File: config.mk
export PLATFORM = sky130hd
export DESIGN_NAME = sobel_param_obf
export DESIGN_NICKNAME = d
export VERILOG_FILES = /design/src/rtl/sobel_param_obf.sv
export SDC_FILE = /design/constraint.sdc
export NUM_CORES = 1
export LEC_CHECK = 0
export CORE_ASPECT_RATIO = 0.6
export CORE_MARGIN = 1.5
export CORE_UTILIZATION = 62
export DETAILED_ROUTE_END_ITERATION = 6
export DONT_BUFFER_PORTS = 1
export PLACE_DENSITY = 0.79
export SLEW_MARGIN = 10
export SYNTH_ARGS = -nofsm -noshare
export SYNTH_HDL_FRONTEND = slang
export SYNTH_SLANG_ARGS = --single-unit
File: constraint.sdc
create_clock -name ap_clk -period 12 [get_ports ap_clk]
set_input_delay 1.2 -clock ap_clk [delete_from_list [all_inputs] [get_ports ap_clk]]
set_output_delay 1.2 -clock ap_clk [all_outputs]
set_load 0.005 [all_outputs]
File: src/rtl/sobel_param_obf.sv
`default_nettype none
// ============================================================================
// Module   : sobel_param_obf
// Brief    : Key-locked whole-frame Sobel engine between input and output
//            frame RAMs, with magnitude or threshold output.
// Revision : 1.0 - initial release
// ============================================================================
module sobel_param_obf #(
    parameter int                IMG_W      = 512,
    parameter int                IMG_H      = 512,
    parameter int                PIX_W      = 8,
    parameter int                KEY_W      = 8,
    parameter logic [KEY_W-1:0]  KEY        = 8'hA5,
    parameter logic [PIX_W-1:0]  BORDER_VAL = '1
) (
    input  logic                                     ap_clk,
    input  logic                                     ap_rst_n,
    input  logic                                     ap_start,
    output logic                                     ap_done,
    output logic                                     ap_idle,
    output logic                                     ap_ready,
    input  logic                                     mode,
    input  logic [PIX_W+2:0]                         threshold,
    input  logic [KEY_W-1:0]                         working_key,
    output logic [$clog2(IMG_W)+$clog2(IMG_H)-1:0]   indata_address0,
    output logic                                     indata_ce0,
    input  logic [PIX_W-1:0]                         indata_q0,
    output logic [$clog2(IMG_W)+$clog2(IMG_H)-1:0]   outdata_address0,
    output logic                                     outdata_ce0,
    output logic                                     outdata_we0,
    output logic [PIX_W-1:0]                         outdata_d0
);

    localparam int c_XW = $clog2(IMG_W);
    localparam int c_YW = $clog2(IMG_H);
    localparam int c_AW = c_XW + c_YW;
    localparam int c_GW = PIX_W + 4;

    localparam logic [7:0] c_ST_IDLE  = 8'b0000_0001;
    localparam logic [7:0] c_ST_ROW   = 8'b0000_0010;
    localparam logic [7:0] c_ST_COL   = 8'b0000_0100;
    localparam logic [7:0] c_ST_TADDR = 8'b0000_1000;
    localparam logic [7:0] c_ST_TDATA = 8'b0001_0000;
    localparam logic [7:0] c_ST_TACC  = 8'b0010_0000;
    localparam logic [7:0] c_ST_CALC  = 8'b0100_0000;
    localparam logic [7:0] c_ST_WRITE = 8'b1000_0000;

    // Counters carry one extra bit so they can reach IMG_W / IMG_H.
    localparam logic [c_XW:0] c_X_END  = (c_XW+1)'(IMG_W);
    localparam logic [c_XW:0] c_X_LAST = (c_XW+1)'(IMG_W - 1);
    localparam logic [c_XW:0] c_X_ONE  = (c_XW+1)'(1);
    localparam logic [c_YW:0] c_Y_END  = (c_YW+1)'(IMG_H);
    localparam logic [c_YW:0] c_Y_LAST = (c_YW+1)'(IMG_H - 1);
    localparam logic [c_YW:0] c_Y_ONE  = (c_YW+1)'(1);

    logic [7:0]               r_state, w_next;
    logic [c_XW:0]            r_x;
    logic [c_YW:0]            r_y;
    logic [3:0]               r_tap;
    logic signed [c_GW-1:0]   r_gx, r_gy;
    logic [PIX_W-1:0]         r_pix, r_result;
    logic                     r_mode;
    logic [PIX_W+2:0]         r_thr;
    logic [KEY_W-1:0]         r_key;

    logic [1:0]               w_dr, w_dc;
    logic [2:0]               w_kx, w_ky;
    logic [c_XW-1:0]          w_tx;
    logic [c_YW-1:0]          w_ty;
    logic signed [c_GW-1:0]   w_px;
    logic [PIX_W+2:0]         w_ax, w_ay, w_mag;
    logic [PIX_W-1:0]         w_sum, w_calc, w_mask;
    logic                     w_border;

    function automatic logic signed [c_GW-1:0] scale(input logic [2:0] c,
                                                     input logic signed [c_GW-1:0] p);
        case (c)
            3'b001:  scale = p;
            3'b010:  scale = p <<< 1;
            3'b111:  scale = -p;
            3'b110:  scale = -(p <<< 1);
            default: scale = '0;
        endcase
    endfunction

    function automatic logic [PIX_W-1:0] clamp(input logic signed [c_GW-1:0] g);
        if (g[c_GW-1])
            clamp = '0;
        else if (|g[c_GW-2:PIX_W])
            clamp = '1;
        else
            clamp = g[PIX_W-1:0];
    endfunction

    // Tap table: row/column offset (+1 biased) and KX/KY coefficients.
    always_comb begin
        w_dr = 2'd0;
        w_dc = 2'd0;
        w_kx = 3'b000;
        w_ky = 3'b000;
        case (r_tap)
            4'd0:    begin w_dr = 2'd0; w_dc = 2'd0; w_kx = 3'b111; w_ky = 3'b111; end
            4'd1:    begin w_dr = 2'd0; w_dc = 2'd1; w_kx = 3'b000; w_ky = 3'b110; end
            4'd2:    begin w_dr = 2'd0; w_dc = 2'd2; w_kx = 3'b001; w_ky = 3'b111; end
            4'd3:    begin w_dr = 2'd1; w_dc = 2'd0; w_kx = 3'b110; w_ky = 3'b000; end
            4'd4:    begin w_dr = 2'd1; w_dc = 2'd1; w_kx = 3'b000; w_ky = 3'b000; end
            4'd5:    begin w_dr = 2'd1; w_dc = 2'd2; w_kx = 3'b010; w_ky = 3'b000; end
            4'd6:    begin w_dr = 2'd2; w_dc = 2'd0; w_kx = 3'b111; w_ky = 3'b001; end
            4'd7:    begin w_dr = 2'd2; w_dc = 2'd1; w_kx = 3'b000; w_ky = 3'b010; end
            default: begin w_dr = 2'd2; w_dc = 2'd2; w_kx = 3'b001; w_ky = 3'b001; end
        endcase
    end

    assign w_tx     = r_x[c_XW-1:0] + c_XW'(w_dc) - c_XW'(1);
    assign w_ty     = r_y[c_YW-1:0] + c_YW'(w_dr) - c_YW'(1);
    assign w_px     = $signed({4'b0000, r_pix});
    assign w_ax     = r_gx[c_GW-1] ? (PIX_W+3)'(-r_gx) : r_gx[PIX_W+2:0];
    assign w_ay     = r_gy[c_GW-1] ? (PIX_W+3)'(-r_gy) : r_gy[PIX_W+2:0];
    assign w_mag    = w_ax + w_ay;
    assign w_sum    = clamp(r_gx) + clamp(r_gy);
    assign w_calc   = r_mode ? ((w_mag >= r_thr) ? '1 : '0) : ~w_sum;
    assign w_border = (r_x == '0) || (r_x == c_X_LAST) || (r_y == '0) || (r_y == c_Y_LAST);

    always_comb begin
        w_mask = '0;
        w_mask[KEY_W-1:0] = r_key ^ KEY;
    end

    always_ff @(posedge ap_clk or negedge ap_rst_n) begin
        if (!ap_rst_n)
            r_state <= c_ST_IDLE;
        else
            r_state <= w_next;
    end

    always_comb begin
        w_next           = r_state;
        ap_done          = 1'b0;
        indata_ce0       = 1'b0;
        indata_address0  = '0;
        outdata_ce0      = 1'b0;
        outdata_we0      = 1'b0;
        outdata_address0 = '0;
        outdata_d0       = '0;
        case (r_state)
            c_ST_IDLE:  if (ap_start) w_next = c_ST_ROW;
            c_ST_ROW: begin
                if (r_y == c_Y_END) begin
                    ap_done = 1'b1;
                    w_next  = c_ST_IDLE;
                end else begin
                    w_next  = c_ST_COL;
                end
            end
            c_ST_COL: begin
                if (r_x == c_X_END)
                    w_next = c_ST_ROW;
                else if (w_border)
                    w_next = c_ST_WRITE;
                else
                    w_next = c_ST_TADDR;
            end
            c_ST_TADDR: begin
                indata_ce0      = 1'b1;
                indata_address0 = {w_ty, w_tx};
                w_next          = c_ST_TDATA;
            end
            c_ST_TDATA: w_next = c_ST_TACC;
            c_ST_TACC:  w_next = (r_tap == 4'd8) ? c_ST_CALC : c_ST_TADDR;
            c_ST_CALC:  w_next = c_ST_WRITE;
            c_ST_WRITE: begin
                outdata_ce0      = 1'b1;
                outdata_we0      = 1'b1;
                outdata_address0 = {r_y[c_YW-1:0], r_x[c_XW-1:0]};
                outdata_d0       = r_result ^ w_mask;
                w_next           = c_ST_COL;
            end
            default:    w_next = c_ST_IDLE;
        endcase
    end

    assign ap_ready = ap_done;
    assign ap_idle  = (r_state == c_ST_IDLE) && !ap_start;

    always_ff @(posedge ap_clk or negedge ap_rst_n) begin
        if (!ap_rst_n) begin
            r_x      <= '0;
            r_y      <= '0;
            r_tap    <= '0;
            r_gx     <= '0;
            r_gy     <= '0;
            r_pix    <= '0;
            r_result <= '0;
            r_mode   <= 1'b0;
            r_thr    <= '0;
            r_key    <= '0;
        end else begin
            case (r_state)
                c_ST_IDLE: begin
                    if (ap_start) begin
                        r_y    <= '0;
                        r_mode <= mode;
                        r_thr  <= threshold;
                        r_key  <= working_key;
                    end
                end
                c_ST_ROW: begin
                    if (r_y != c_Y_END) begin
                        r_x  <= '0;
                        r_gx <= '0;
                        r_gy <= '0;
                    end
                end
                c_ST_COL: begin
                    if (r_x == c_X_END) begin
                        r_y <= r_y + c_Y_ONE;
                    end else if (w_border) begin
                        r_result <= BORDER_VAL;
                    end else begin
                        r_tap <= '0;
                        r_gx  <= '0;
                        r_gy  <= '0;
                    end
                end
                c_ST_TDATA: r_pix <= indata_q0;
                c_ST_TACC: begin
                    r_gx  <= r_gx + scale(w_kx, w_px);
                    r_gy  <= r_gy + scale(w_ky, w_px);
                    r_tap <= r_tap + 4'd1;
                end
                c_ST_CALC:  r_result <= w_calc;
                c_ST_WRITE: r_x <= r_x + c_X_ONE;
                default: ;
            endcase
        end
    end

endmodule
`default_nettype wire

==> results of run 1 <==
-- state kept, by name, summed over array words and instances, names as in the netlist --
name      cells
r_gx         12
r_gy         12
r_thr        11
r_x          10
r_y          10
r_key         8
r_pix         8
r_result      8
r_state       8
r_tap         4
r_mode        1
-- worst register-to-register path: stages (launching register included) --
cell and delay, ps:
dfrtp_1 740, inv_2 220, ha_1 310, inv_1 130, nor3_1 70, a311o_1 430, o21ai_0 200, o311ai_0 410
ha_1 530, a2111oi_0 560, a211o_1 240, a311oi_1 100, xor2_1 270, a21oi_1 120, o22ai_1 200
-- metrics by stage --
| stage | util | instance area (µm²) | total power [mW] |
|---|---|---|---|
| after floorplan | - | 8240 | 0.6175 |
| after global placement | 0.6449 | 8314 | 0.6664 |
| after detailed placement | 0.6449 | 8314 | 0.6740 |
| after CTS | 0.6693 | 8628 | 0.9725 |
| after global routing | 0.6693 | 8628 | 1.033 |
| final | 0.6693 | 8628 | 0.9711 |
-- cells in the final DEF, fill, tap and decap left out, drive strengths merged, types with 5 or more instances in the layout --
cell type	instances
dfrtp	91
nor2	120
fa	6
o21bai	6
nor2b	9
inv	75
o21ai	62
or2	5
nand3	17
a22o	8
xnor2	59
nand2	142
a211oi	5
a211o	8
o22a	7
and2	9
clkbuf	9
or4	5
a21oi	56
nand2b	11
nand4	9
nor3	31
o31ai	9
xor2	29
or3	12
a21o	16
ha	98
-- power groups by stage --
stage	Combinational (mW)	Clock, mW	Sequential [mW]
2_1_floorplan	0.223	0	0.394
3_3_place_gp	0.260	0	0.406
3_5_place_dp	0.266	0	0.408
4_1_cts	0.268	0.303	0.402
5_1_grt	0.307	0.315	0.411
6_report	0.268	0.300	0.403
-- worst max path at each step --
stage | end | slack, ps
finish | indata_address0[7] | 6960
global route | indata_address0[7] | 6710
CTS | indata_address0[7] | 6980
detailed placement | indata_address0[7] | 7390
global placement | indata_address0[7] | 7500
floorplan | r_result[6] | 7960
-- cell families after synthesis --
family / Yosys count / share of synthesized area
and+or+nand+nor: 388 / 0.2168
AOI/OAI and AO/OA: 231 / 0.1884
buffers and inverters: 110 / 0.05329
adders and majority gates: 104 / 0.1634
DFF: 92 / 0.2795
xor gates and xnor gates: 88 / 0.09353
muxes: 4 / 0.005011
-- final cells by class --
cell class | count | area, µm²
Fill cell | 1088 | 4264
Tap cell | 170 | 212.7
Clock buffer | 9 | 225.2
Timing Repair Buffer | 4 | 30.03
Inverter | 72 | 270.3
Clock inverter | 7 | 88.84
Sequential cell | 92 | 2303
Multi-Input combinational cell | 815 | 5498
-- per-layer routing --
| layer | vias up | part of all wire | global-route usage |
|---|---|---|---|
| li1 | 3494 | - | - |
| met1 | 3346 | 0.51 | 0.4521 |
| met2 | 254 | 0.40 | 0.4182 |
| met3 | 23 | 0.076 | 0.05241 |
| met4 | 0 | 0.014 | 0.06877 |
| met5 | - | 0 | 0 |
==> results.md, run 1 <==
* Half-perimeter wire length after placement at 14960 µm
* Async SR Flop Fraction at 1.000
* Hold Path Sink: r_thr[0]
* ANT cells at 0
* Reg2Reg Setup Slack at 7400 ps
* CP cell instances: inv_2 -> ha_1 -> inv_1 -> nor2_1 -> a211oi_1 -> ha_1 -> inv_1 -> ha_1 -> fa_1 -> a21o_1 -> a21oi_1 -> o21bai_1 -> a21oi_1 -> xnor2_1 -> nor2_1
* Hold Crit Depth at 2
* CP peak stage delay at 740 ps
* CP top delay family: adder cells
* Buffers on Ports at 0
* Area contributors post-synth: dfrtp_1, ha_1, nand2_1
* Via-to-Cell Ratio at 6.088
* Dominant cell type by area after synthesis: dfrtp_1
* Worst slew margin at 0.1449
* Vias in the first global route at 6409
* Core area at 12890 µm²
* Slowest-stage cell, CP: dfrtp_1
* Total number of vias at 7117
* Comb power frac at 0.276
* Leak pwr at 4.257 nW
* Setup Skew at 13.97 ps
* Iter 0 DRT Violations at 625
* Post-synth top cells: nand2_1, nor2_1, ha_1
* Hold WS at 501.9 ps
* Cell mode on critical path: ha_1
* Crit Path Max Fanout at 17
* Maximum root-to-sink buffer count at 2
* P_sw at 0.3468 mW
* Htree depth at 3
* Die X at 151.8 µm
* Root buf cell: clkbuf_16
* Part of the power in the clock network at 0.309
* Synthesized net count at 1152
* Startpoint Class: register
* IO Pins at 81
* Max VDD drop at 0.08482 mV
* Cell Rows at 32
* Yosys top cell area share at 0.2763
* Final Hold Viols at 0
* Sw frac at 0.3571
* Maximum capacitance violations at 0
* Clk_lat worst skew at 360 ps
* CP required at 10800 ps
* Resized cells post-CTS at 0
* First-pass GRT wire length at 32610 µm
* Initial Utilization at 0.6392
* P&R area growth vs syn at 4.707%
* # DRC at 0
* Mapped cell area at 8240 µm²
* WL final at 19920 µm
* Int Power at 0.6243 mW
* Post-route ant nets at 0
* Setup Viol. Count Final at 0
* R2r endpoint: r_gy[11]
* Clock transition at path regs at 80 ps
* Max Clk Rate at 198.3 MHz
* RSZ-0062 raised after global routing: false
* Worst EP arrival at 3840 ps
* Remaining Overflow, GRT at 0
* Outcome: finished, final reports clean
* Tcrit/Tclk final at 0.4202
* Setup TNS at 0 ps
* Clock sinks at 92
* Crit path kind: register to primary output
* CP startpoint: r_tap[0]
* Worst slew pin tran at 1283 ps
* Post-place setup slack at 7390 ps
* # placed instances at 1153
* Hold Startpoint: r_thr[0]
* Final GP Congestion at 0.9719
* Area of the die at 14010 µm²
* Slew Viols, Final at 0
* Pin count of the biggest net entering global routing at 93
* Prevailing post-synth register cell: dfrtp_1
* Synth Warn # at 0
* Worst path depth at 15
* Min Tclk post-route at 5043 ps
* GRT Total Usage at 0.2920
* Reg power frac at 0.415
* Non-Filler Instances at 1169
* Setup WS post-layout at 6957 ps
* Min-Delay Path Class: register to register
* Most numerous cell in the Yosys netlist: nand2_1
* Die Y at 92.30 µm
* Pwr Density at 112.5 nW/µm²
* Sequential share of the synthesized area at 0.2795
* Hold_buf cts at 0
* Mapped Cells at 1017
* EDFF count, synth at 0
* Initial antenna violation count at 0
* WL/cell at 17.04 µm
* TritonCTS clock tree: done
* Fin nets at 1129
* Num CTS Buffers at 9
* Layout cell share with drive strength beyond 1 at 0.04204
* Netlist cell types at 74
* Reg2reg start: r_tap[0]
* FF-to-FF path depth at 14
* #FFs+latches synth at 92
* Syn avg cell area at 8.103 µm²
* Initial DRT Pass Iterations at 5
* Crit end category: primary output
* WP buf/inv at 3
* Postcts setup bufs at 0
Power figures use the tool's default switching activity.
==> inputs of run 2 (changes only) <==
==> constraint.sdc (replaced) <==
create_clock -name ap_clk -period 5 [get_ports ap_clk]
set_input_delay 0.5 -clock ap_clk [delete_from_list [all_inputs] [get_ports ap_clk]]
set_output_delay 0.5 -clock ap_clk [all_outputs]
set_load 0.005 [all_outputs]
==> run 2 against run 1 <==
Die area unchanged. The run now ends with DRC left. Critical endpoint is now r_result[6]. Sequential cell count stayed put. Critical path type is now register to register. Largest cell class unchanged. Cell area is 0.33% higher.
==> results.md, run 2 (same netlist as run 1, synthesis figures left out) <==
* Outcome: finished with violations
* Failing checks: DRC
* Num CTS Buffers at 9
* Fillers at 1083
* Routed met3 length at 1767 µm
* Vias in the first global route at 6659
* Pwr Density at 269.0 nW/µm²
* Die Y at 92.30 µm
* Leak pwr at 4.274 nW
* WL/cell at 17.16 µm
* ANT cells at 0
* Top Layer Used: met4
* Htree depth at 3
* Fin nets at 1133
* Clock transition at path regs at 70 ps
* Hold WS at 53.39 ps
* RSZ-0062 raised after global routing: false
* Iter 0 DRT Violations at 729
* Die X at 151.8 µm
* Part of the power in the clock network at 0.296
* Clk_lat worst skew at 350 ps
* Sw frac at 0.3592
* Half-perimeter wire length after placement at 15200 µm
* Worst slew pin tran at 1168 ps
* Slew Viols, Final at 0
* Comb power frac at 0.289
* Met2 WL at 7972 µm
* Startpoint Class: register
* Reg power frac at 0.415
* WL final at 20130 µm
* Post-route ant nets at 0
* TritonCTS clock tree: done
* Most frequent cells in the layout: nand2_1, nor2_1, ha_1, dfrtp_1, inv_1
* P&R area growth vs syn at 5.056%
* Final Hold Viols at 0
* Maximum capacitance violations at 0
* Crit Path Max Fanout at 18
* Worst slew margin at 0.2212
* Int Power at 1.492 mW
* Pin count of the biggest net entering global routing at 92
* Resized cells post-CTS at 0
* Tcrit/Tclk final at 0.8967
* Commonest non-fill, non-tap cell in the layout: nand2_1
* Initial DRT Pass Iterations at 7
* Buffers on Ports at 0
* IO Pins at 81
* Crit path kind: register to register
* Final GP Congestion at 0.9634
* Crit end category: register
* Layout cell share with drive strength beyond 1 at 0.04487
* Remaining Overflow, GRT at 0
* Area of the die at 14010 µm²
* Setup Skew at 8.688 ps
* First-pass GRT wire length at 33710 µm
* GRT Total Usage at 0.2976
* Postcts setup bufs at 0
* Setup WS post-layout at 516.5 ps
* Min Tclk post-route at 4484 ps
* Clock sinks at 92
* Root buf cell: clkbuf_16
* Total number of vias at 7162
* Setup Viol. Count Final at 0
* Via-to-Cell Ratio at 6.106
* Worst EP arrival at 4720 ps
* Metal-1 WL at 10150 µm
* Max VDD drop at 0.1683 mV
* # DRC at 9
* Largest regs: r_gx x12, r_gy x12, r_thr x11
* Core area at 12890 µm²
* P_sw at 0.8365 mW
* CP required at 5240 ps
* Max Clk Rate at 223.0 MHz
* Setup TNS at 0 ps
* Hold_buf cts at 2
* Initial antenna violation count at 0
* Cell Rows at 32
* Maximum root-to-sink buffer count at 2
* Post-place setup slack at 609.5 ps
* Min-Delay Path Class: primary input to asynchronous set/reset pin
* Initial Utilization at 0.6392
==> run 2: changes by cell type in the layout (fill, tap and decap cells not counted), sizes merged <==
cell,previous run,this run
dlygate4sd3,0,1
clkinvlp,0,1
buf,4,7
clkinv,4,1
inv,75,77
==> run 2: final timing paths <==
check,start,cells past startpoint,to,slack (ps)
worst max-delay path,r_gx[11],17,r_result[6],520
worst min-delay path,ap_rst_n,1,r_pix[0],50
worst max register to register,r_gx[11],17,r_result[6],520
worst min register to register,r_key[3],2,r_key[3],500
max in group asynchronous,ap_rst_n,1,r_state[0],4360
min in group ap_clk,indata_q0[6],2,r_pix[6],260
==> run 2: worst max-delay path: stages (launching register included) <==
cell      delay [ps]
dfrtp_1          660
inv_1            210
nand2_1          140
nand2_1          120
ha_1             310
a21o_1           180
a21oi_1          210
o21ai_0          150
or4_1            440
a41o_1           250
a21oi_1          190
xnor2_1          150
ha_1             260
a21o_1           180
a211oi_1         230
nand2_1           80
a31o_2           300
o31a_1           310
==> run 2: per-layer routing <==
metal,GRT usage,up-vias
met5,0,-
met4,0.06392,0
met3,0.05241,25
met2,0.4182,274
met1,0.4701,3367
li1,-,3496
==> run 2: cell type report <==
type / count / area (µm²) / share of cell area
clock buffers: 9 / 225.2 / 0.02602
well taps: 170 / 212.7 / 0.02457
inverters: 72 / 270.3 / 0.03122
clock inverters: 7 / 65.06 / 0.007516
repair buffers: 8 / 82.58 / 0.009539
flip-flops and latches: 92 / 2303 / 0.2661
multi-input cells: 815 / 5498 / 0.6351
==> run 2: stage by stage <==
stage               total power, mW  instance area, µm²    util  cells
finish                        2.329                8657  0.6715   1173
global route                  2.482                8657  0.6715   1173
CTS                           2.333                8657  0.6715   1173
detailed placement            1.626                8329  0.6461   1155
global placement              1.603                8329  0.6461   1155
floorplan                     1.482                8240       -   1017
==> run 2: power groups by stage <==
stage,Sequential [mW],Combinational (mW),Clock (mW)
after floorplan,0.946,0.536,0
after global placement,0.976,0.626,0
after detailed placement,0.978,0.648,0
after CTS,0.965,0.671,0.697
after global routing,0.982,0.769,0.731
final,0.966,0.674,0.688
